`src/rtl/l1_trig_register_if.sv`:
```
// Trigger/readout bus for l1_trig_register: trigger-block inputs, readout pop port and status outputs.
// master drives Trig_In/Bcr/Ecr/Rd_En; slave (the register) returns data, flags and counters.
interface l1_trig_register_if #(
  parameter int DEPTH  = 16,
  parameter int BCID_W = 8,
  parameter int L1ID_W = 5
);
  logic                      Trig_In;
  logic                      Bcr;
  logic                      Ecr;
  logic                      Rd_En;
  logic [L1ID_W+BCID_W-1:0]  Rd_Data;
  logic                      Rd_Valid;
  logic                      L1_Reg_Full;
  logic                      L1_Reg_Empty;
  logic [$clog2(DEPTH):0]    Fill_Level;
  logic [7:0]                Ovfl_Count;

  modport master (
    output Trig_In, Bcr, Ecr, Rd_En,
    input  Rd_Data, Rd_Valid, L1_Reg_Full, L1_Reg_Empty, Fill_Level, Ovfl_Count
  );

  modport slave (
    input  Trig_In, Bcr, Ecr, Rd_En,
    output Rd_Data, Rd_Valid, L1_Reg_Full, L1_Reg_Empty, Fill_Level, Ovfl_Count
  );
endinterface

```
`src/rtl/l1_trig_register.sv`:
```
// Captures {L1ID,BCID} per trigger cycle into a FIFO; popped data is registered 1 cycle after Rd_En.
// Backpressure via registered L1_Reg_Full (overflow dropped and counted); TRIG_TMR_EN triplicates control state.
module l1_trig_register #(
  parameter int DEPTH  = 16,
  parameter int BCID_W = 8,
  parameter int L1ID_W = 5
) (
  input  logic              Clk,
  input  logic              Reset,
  l1_trig_register_if.slave bus
);
  localparam int          AW       = $clog2(DEPTH);
  localparam int          DW       = L1ID_W + BCID_W;
  localparam logic [AW:0] FULL_CNT = (AW+1)'(DEPTH);

  typedef struct packed {
    logic [AW-1:0]     wr_ptr;
    logic [AW-1:0]     rd_ptr;
    logic [AW:0]       count;
    logic [BCID_W-1:0] bcid;
    logic [L1ID_W-1:0] l1id;
    logic [7:0]        ovfl;
    logic              full;
    logic              empty;
    logic              trig_hist;
  } state_t;

  function automatic state_t reset_state();
    state_t s;
    s       = '0;
    s.empty = 1'b1;
    return s;
  endfunction

  state_t        st;
  state_t        st_d;
  logic [DW-1:0] mem_q [DEPTH];
  logic [DW-1:0] rd_data_q, rd_data_d;
  logic          rd_valid_q, rd_valid_d;
  logic          push_req, push, pop, ovfl_inc, trig_fall;

  // Full/empty decisions use pre-edge count, so a same-cycle pop never frees a slot for a push.
  always_comb begin
    push_req  = bus.Trig_In && !bus.Ecr;
    push      = push_req && (st.count != FULL_CNT);
    ovfl_inc  = push_req && (st.count == FULL_CNT);
    pop       = bus.Rd_En && !bus.Ecr && (st.count != '0);
    trig_fall = !bus.Trig_In && st.trig_hist;
  end

  always_comb begin
    st_d           = st;
    st_d.trig_hist = bus.Trig_In;
    st_d.bcid      = bus.Bcr ? '0 : st.bcid + BCID_W'(1);
    if (bus.Ecr) begin
      st_d.wr_ptr = '0;
      st_d.rd_ptr = '0;
      st_d.count  = '0;
      st_d.l1id   = '0;
      st_d.ovfl   = '0;
    end else begin
      if (push) begin
        st_d.wr_ptr = st.wr_ptr + AW'(1);
      end
      if (pop) begin
        st_d.rd_ptr = st.rd_ptr + AW'(1);
      end
      st_d.count = st.count + (AW+1)'(push) - (AW+1)'(pop);
      if (trig_fall) begin
        st_d.l1id = st.l1id + L1ID_W'(1);
      end
      if (ovfl_inc && (st.ovfl != 8'hFF)) begin
        st_d.ovfl = st.ovfl + 8'd1;
      end
    end
    st_d.full  = (st_d.count == FULL_CNT);
    st_d.empty = (st_d.count == '0);
  end

`ifdef TRIG_TMR_EN
  state_t tmr_q [3];

  // Every copy reloads the voted next state, so one upset copy heals on the following edge.
  always_comb begin
    st = state_t'((tmr_q[0] & tmr_q[1]) | (tmr_q[1] & tmr_q[2]) | (tmr_q[0] & tmr_q[2]));
  end

  always_ff @(posedge Clk or negedge Reset) begin
    if (!Reset) begin
      for (int i = 0; i < 3; i++) begin
        tmr_q[i] <= reset_state();
      end
    end else begin
      for (int i = 0; i < 3; i++) begin
        tmr_q[i] <= st_d;
      end
    end
  end
`else
  state_t st_q;

  always_comb begin
    st = st_q;
  end

  always_ff @(posedge Clk or negedge Reset) begin
    if (!Reset) begin
      st_q <= reset_state();
    end else begin
      st_q <= st_d;
    end
  end
`endif

  always_comb begin
    rd_valid_d = pop;
    rd_data_d  = pop ? mem_q[st.rd_ptr] : rd_data_q;
  end

  always_ff @(posedge Clk or negedge Reset) begin
    if (!Reset) begin
      rd_valid_q <= 1'b0;
      rd_data_q  <= '0;
    end else begin
      rd_valid_q <= rd_valid_d;
      rd_data_q  <= rd_data_d;
    end
  end

  // Storage carries no reset: pointers and count alone decide what is readable.
  always_ff @(posedge Clk) begin
    if (push) begin
      mem_q[st.wr_ptr] <= {st.l1id, st.bcid};
    end
  end

  assign bus.Rd_Data      = rd_data_q;
  assign bus.Rd_Valid     = rd_valid_q;
  assign bus.L1_Reg_Full  = st.full;
  assign bus.L1_Reg_Empty = st.empty;
  assign bus.Fill_Level   = st.count;
  assign bus.Ovfl_Count   = st.ovfl;
endmodule

```
`src/flat_wrapper.sv`:
```
// flat-port wrapper written by rule: the top's interface ports become plain ports
module l1_trig_register_flat 
#(
  parameter int DEPTH  = 16,
  parameter int BCID_W = 8,
  parameter int L1ID_W = 5
)
  (Clk, Reset, bus_Trig_In, bus_Bcr, bus_Ecr, bus_Rd_En, bus_Rd_Data, bus_Rd_Valid, bus_L1_Reg_Full, bus_L1_Reg_Empty, bus_Fill_Level, bus_Ovfl_Count);
  l1_trig_register_if #(.DEPTH(DEPTH), .BCID_W(BCID_W), .L1ID_W(L1ID_W)) bus_i ();
  input  logic Clk;
  input  logic Reset;
  input wire logic [$bits(bus_i.Trig_In)-1:0] bus_Trig_In;
  input wire logic [$bits(bus_i.Bcr)-1:0] bus_Bcr;
  input wire logic [$bits(bus_i.Ecr)-1:0] bus_Ecr;
  input wire logic [$bits(bus_i.Rd_En)-1:0] bus_Rd_En;
  output wire logic [$bits(bus_i.Rd_Data)-1:0] bus_Rd_Data;
  output wire logic [$bits(bus_i.Rd_Valid)-1:0] bus_Rd_Valid;
  output wire logic [$bits(bus_i.L1_Reg_Full)-1:0] bus_L1_Reg_Full;
  output wire logic [$bits(bus_i.L1_Reg_Empty)-1:0] bus_L1_Reg_Empty;
  output wire logic [$bits(bus_i.Fill_Level)-1:0] bus_Fill_Level;
  output wire logic [$bits(bus_i.Ovfl_Count)-1:0] bus_Ovfl_Count;
  assign bus_i.Trig_In = bus_Trig_In;
  assign bus_i.Bcr = bus_Bcr;
  assign bus_i.Ecr = bus_Ecr;
  assign bus_i.Rd_En = bus_Rd_En;
  assign bus_Rd_Data = bus_i.Rd_Data;
  assign bus_Rd_Valid = bus_i.Rd_Valid;
  assign bus_L1_Reg_Full = bus_i.L1_Reg_Full;
  assign bus_L1_Reg_Empty = bus_i.L1_Reg_Empty;
  assign bus_Fill_Level = bus_i.Fill_Level;
  assign bus_Ovfl_Count = bus_i.Ovfl_Count;
  l1_trig_register #(.DEPTH(DEPTH), .BCID_W(BCID_W), .L1ID_W(L1ID_W)) u_core (.Clk(Clk), .Reset(Reset), .bus(bus_i));
endmodule
```
`config.mk`:
```
export PLATFORM = sky130hd
export DESIGN_NAME = l1_trig_register_flat
export DESIGN_NICKNAME = d
export VERILOG_FILES = /design/src/rtl/l1_trig_register_if.sv /design/src/rtl/l1_trig_register.sv /design/src/flat_wrapper.sv
export SDC_FILE = /design/constraint.sdc
export NUM_CORES = 1
export LEC_CHECK = 0
export ABC_CLOCK_PERIOD_IN_PS = 3000
export CORE_MARGIN = 3
export CORE_UTILIZATION = 55
export DETAILED_ROUTE_END_ITERATION = 12
export HOLD_SLACK_MARGIN = 0.1
export PLACE_DENSITY = 0.85
export SLEW_MARGIN = 20
export SYNTH_ARGS = -nofsm -noshare
export SYNTH_HDL_FRONTEND = slang
export SYNTH_SLANG_ARGS = --single-unit
```
`constraint.sdc`:
```
create_clock -name Clk -period 3 [get_ports Clk]
set_input_delay 0.3 -clock Clk [delete_from_list [all_inputs] [get_ports Clk]]
set_output_delay 0.3 -clock Clk [all_outputs]
set_load 0.02 [all_outputs]
```
Yosys cells after proc, flatten, opt, wreduce, memory -nomap -nowiden
Memories as Yosys holds them, arrays and structs flattened. A register that Yosys moved wholly into a read port is not among the register bits.
Index checks and enable logic that the tools add are counted.
Word-level totals
  register bits: 38
  memory bits (writable): 208
  logic and storage cells: 47
  memories kept: 1
Operators by class
  add/subtract/negate cells: 7
  eq/ne operators: 4
  multiplexer cells: 9
  reductions and logical operators: 16
Memories
  u_core.mem_q: depth 16, bits a word 13, read ports 1, clocked after Yosys merged registers in 1, wr ports 1, RTL line l1_trig_register.sv:37  | logic [DW-1:0] mem_q [DEPTH];
Operators by type and width (number)
  $mux W13: 2
  $add A8 B1 Y8 const B: 2
  $mux W8: 2
  $eq A5 B5 Y1 const B: 2
  $add A4 B1 Y4 const B: 2
  $mux W4: 2
  $ne A8 B8 Y1 const B: 1
  $reduce_bool A2 Y1: 4
  $logic_and A1 B1 Y1: 7
  $add A5 B1 Y5: 1
  $add A5 B1 Y5 const B: 1
  $logic_not A5 Y1: 1
  $mux W5: 1
  $ne A5 B5 Y1 const B: 1
  $reduce_bool A5 Y1: 1
  $sub A5 B1 Y5: 1
  $logic_not A1 Y1: 3
  $mux W1: 2

Logic depth before layout (Yosys ltp)
  word-level depth: 7
  mapped depth: 14

Worst setup path after synthesis
OpenSTA, ideal clock, no wires.
  kind: register to register
  from: register u_core.st_q (netlist bit u_core.bus.Fill_Level[2])
  to: register u_core.st_q (netlist bit u_core.bus.L1_Reg_Full)
  setup time: 0.125 ns
  data arrival time: 3.065 ns
  setup slack: -0.191 ns
  cell stages (with the launch flop): 14
  buffers on the path: 1
  period minus slack after synthesis: 3.191 ns
  cell sequence: dfrtp_1 > inv_1 > ha_1 > nor4b_1 > nor2_1 > buf_4 > ha_1 > inv_1 > ha_1 > inv_1 > fa_1 > xnor2_1 > or3b_2 > a2111oi_0
RTL lines
  from (decl): RTL line l1_trig_register.sv:100  | state_t st_q;
  from (signal assigned): RTL line l1_trig_register.sv:108  | st_q <= reset_state();
  from (signal assigned): RTL line l1_trig_register.sv:110  | st_q <= st_d;

==> results.yml <==
global_route:
  grt_pass1_vias: 5692
  grt.overflow.total: 0
  antenna_found_initial: 0
  grt_max_degree: 42
  grt_pass1_wl_um: 33320
  grt_use_total_pct: 21.45
timing:
  setup_viol_count_final: 0
  slew_headroom_pct: 30.89
  fmax_mhz: 351.5
  hold_ws_ns: 0.3681
  slew_violations: 0
  period_share_pct: 94.83
  min_period_ns: 2.845
  fin_ws_ns: 0.1551
  finalHoldViolCount: 0
  fin_worst_skew_ns: 0.01752
  tightest_slew_ns: 1.037
route:
  vias: 5553
  wl_per_cell_um: 24.80
  drt_iter0_markers: 638
  vias_per_cell: 6.346
  drcViolationCount: 0
  drt_pass1_iterations: 5
  ant_nets: 0
  drt_wl_total_um: 21700
placed_design:
  place.gp.congestion: 0.8681
  port-buffer-count: 34
  dp.cells: 828
  place_ws_ns: 0.04312
  hpwlAfterDp_um: 12900
worst_setup_path:
  end_kind: "flop"
  r2r-end: "u_core.bus.L1_Reg_Full$_DFF_PN0_"
  startpoint_type: "flop"
  reg2reg_slack_ns: 0.16
  worstPathArrival_ns: 3.26
  worstPathRequired_ns: 3.42
  reg2reg_from: "u_core.bus.Fill_Level[3]$_DFF_PN0_"
  crit_start: "u_core.bus.Fill_Level[3]$_DFF_PN0_"
  path_class: "flop to flop"
  crit_fanout: 3
  worstRegToRegCells: 11
floorplan:
  ios: 35
  die_area_um2: 20800
  die_y_um: 144.2
  num_rows: 49
  start_util_pct: 57.14
  core_area_um2: 18390
  dieWidth_um: 144.2
clock_tree:
  cts_tree: "yes"
  clockBufferDepth: 3
  h-tree-depth: 1
  clk_pin_slew_ns: 0.06
  clock_sinks: 259
  post_cts_buffers: 0
  cts_inserted_buffers: 25
  cts-root-buf: "clkbuf_16"
  clock_latency_ns: 0.53
yosys:
  ys_ff_latch: 259
  synth_cell_type_count: 46
  netlist_area_um2: 10510
  synthArstFlopShare_pct: 19.69
  avgSynthCellArea_um2: 18.41
  yosys-top-cells-area: "edfxtp_1 (59%), dfrtp_1 (12%), mux4_1 (7.5%)"
  syn-instance-count: 571
  yosysWarnings: 0
  synth_ff_type: "edfxtp_1"
  synth-seq-area-share_pct: 71.58
  syn_nets: 592
  netlist.area_leader.share_pct: 59.43
  yosysTopAreaCell: "edfxtp_1"
  synth-edff-count: 208
hold_path:
  worstHoldStart: "bus_Trig_In"
  holdPathStages: 1
  worstHoldEndpoint: "u_core.st[0]$_DFF_PN0_"
  hp-class: "primary input to flop"
cells_and_area:
  diodes: 0
  syn_to_final_growth_pct: 14.42
  mostFrequentLayoutCells: "edfxtp_1 (208), dfrtp_1 (48), nor2_1 (36)"
  finalNetCount: 648
  drive_gt1_share_pct: 18.73
  final_cell_count_no_fill: 875
  mostFrequentLayoutCell: "edfxtp_1"
outcome:
  status: "finished clean"
pwr:
  ir_drop_mv: 0.6486
  power_leakage_nw: 4.044
  power.density_nw_per_um2: 775.3
  fin_total_pwr_mw: 9.324
run:
  cap_violations: 0
[metal layers]
| layer | vias up | part of all wire, % | global-route usage [%] |
|---|---|---|---|
| li1 | 2377 | - | - |
| met1 | 2818 | 38 | 29.67 |
| met2 | 317 | 50 | 35.50 |
| met3 | 41 | 9.0 | 3.902 |
| met4 | 0 | 2.6 | 6.529 |
| met5 | - | 0 | 0 |
[how the worst max path moves through the flow]
stage	endpoint	cells past startpoint	slack (ns)
floorplan	u_core.bus.L1_Reg_Full$_DFF_PN0_	12	0.05
CTS	u_core.bus.L1_Reg_Full$_DFF_PN0_	11	0.06
global route	u_core.bus.L1_Reg_Full$_DFF_PN0_	11	-0.03
finish	u_core.bus.L1_Reg_Full$_DFF_PN0_	11	0.16
detailed placement	u_core.bus.L1_Reg_Full$_DFF_PN0_	10	0.04
global placement	u_core.bus.L1_Reg_Full$_DFF_PN0_	10	0.11
[kinds of logic after synthesis]
family / Yosys count / share of synthesized area, %
AOI/OAI and AO/OA: 57 / 3.262
adders and majority gates: 15 / 1.857
xor gates and xnor gates: 21 / 1.750
buffers and inverters: 49 / 2.702
muxes: 69 / 14.00
DFF: 259 / 71.58
and+or+nand+nor: 101 / 4.845
[synth_stat cells, types with 2 or more instances]
cell type  number
edfxtp_1      208
dfrtp_1        50
nor2_1         37
mux4_1         30
o22ai_1        26
mux4_2         22
a21oi_1        20
buf_4          17
ha_1           14
mux2_2         14
xor2_1         14
nand3_1        12
clkbuf_1       11
inv_1          11
nand2_1        11
nand2b_1        7
nor2b_1         7
xnor2_1         7
nor3_1          6
and3_1          4
buf_6           4
nand4_1         4
buf_1           3
mux2i_1         3
o21ai_0         3
or3_1           3
buf_2           2
o31ai_1         2
or3b_2          2
[sequential cells by signal (all words and copies together) (netlist names)]
| name | count |
|---|---|
| u_core.st | 22 |
| u_core.bus.Fill_Level | 5 |
| u_core.bus.Rd_Data | 13 |
| u_core.mem_q | 208 |
| u_core.bus.L1_Reg_Empty | 1 |
| u_core.bus.L1_Reg_Full | 1 |
| u_core.bus.Rd_Valid | 1 |
| u_core.bus.Ovfl_Count | 8 |
[worst max-delay path, cell delays in order, from the launching register on]
cell       delay [ns]
dfrtp_1          0.40
inv_1            0.09
ha_2             0.19
nor4b_4          0.23
nor2_2           0.07
ha_1             0.27
inv_1            0.06
ha_1             0.16
inv_1            0.05
fa_2             0.54
or3b_4           0.39
a2111oi_4        0.31
[through the flow]
stage	cell area, um^2	TNS (ns)	util, %
CTS	12000	0	65.23
floorplan	10530	0	-
detailed placement	11210	0	60.95
finish	12030	0	65.38
global route	12030	-0.02782	65.38
global placement	11210	0	60.95
[layout make-up]
cell class                      count  area (um^2)
Timing Repair Buffer               67        623.1
Fill cell                        1148         6367
Sequential cell                   259         7526
Multi-Input combinational cell    263         2770
Clock inverter                      9        87.58
Clock buffer                       37        690.7
Tap cell                          229        286.5
Inverter                           11        41.29
[where the power goes]
part | internal [mW] | leakage (nW) | switching, mW
sequential | 4.07 | 2.47 | 0.203
clock | 1.69 | 0.375 | 1.27
combinational | 1.04 | 1.20 | 1.04
total | 6.81 | 4.04 | 2.51
[repair_timing]
item / in CTS / in global routing
setup endpoints to repair: 0 / 2
resized for setup: 0 / 6
endpoints found under the hold margin: 39 / 0
hold buffers: 1 / 0
Note: power is estimated with default switching activity, not from simulation.
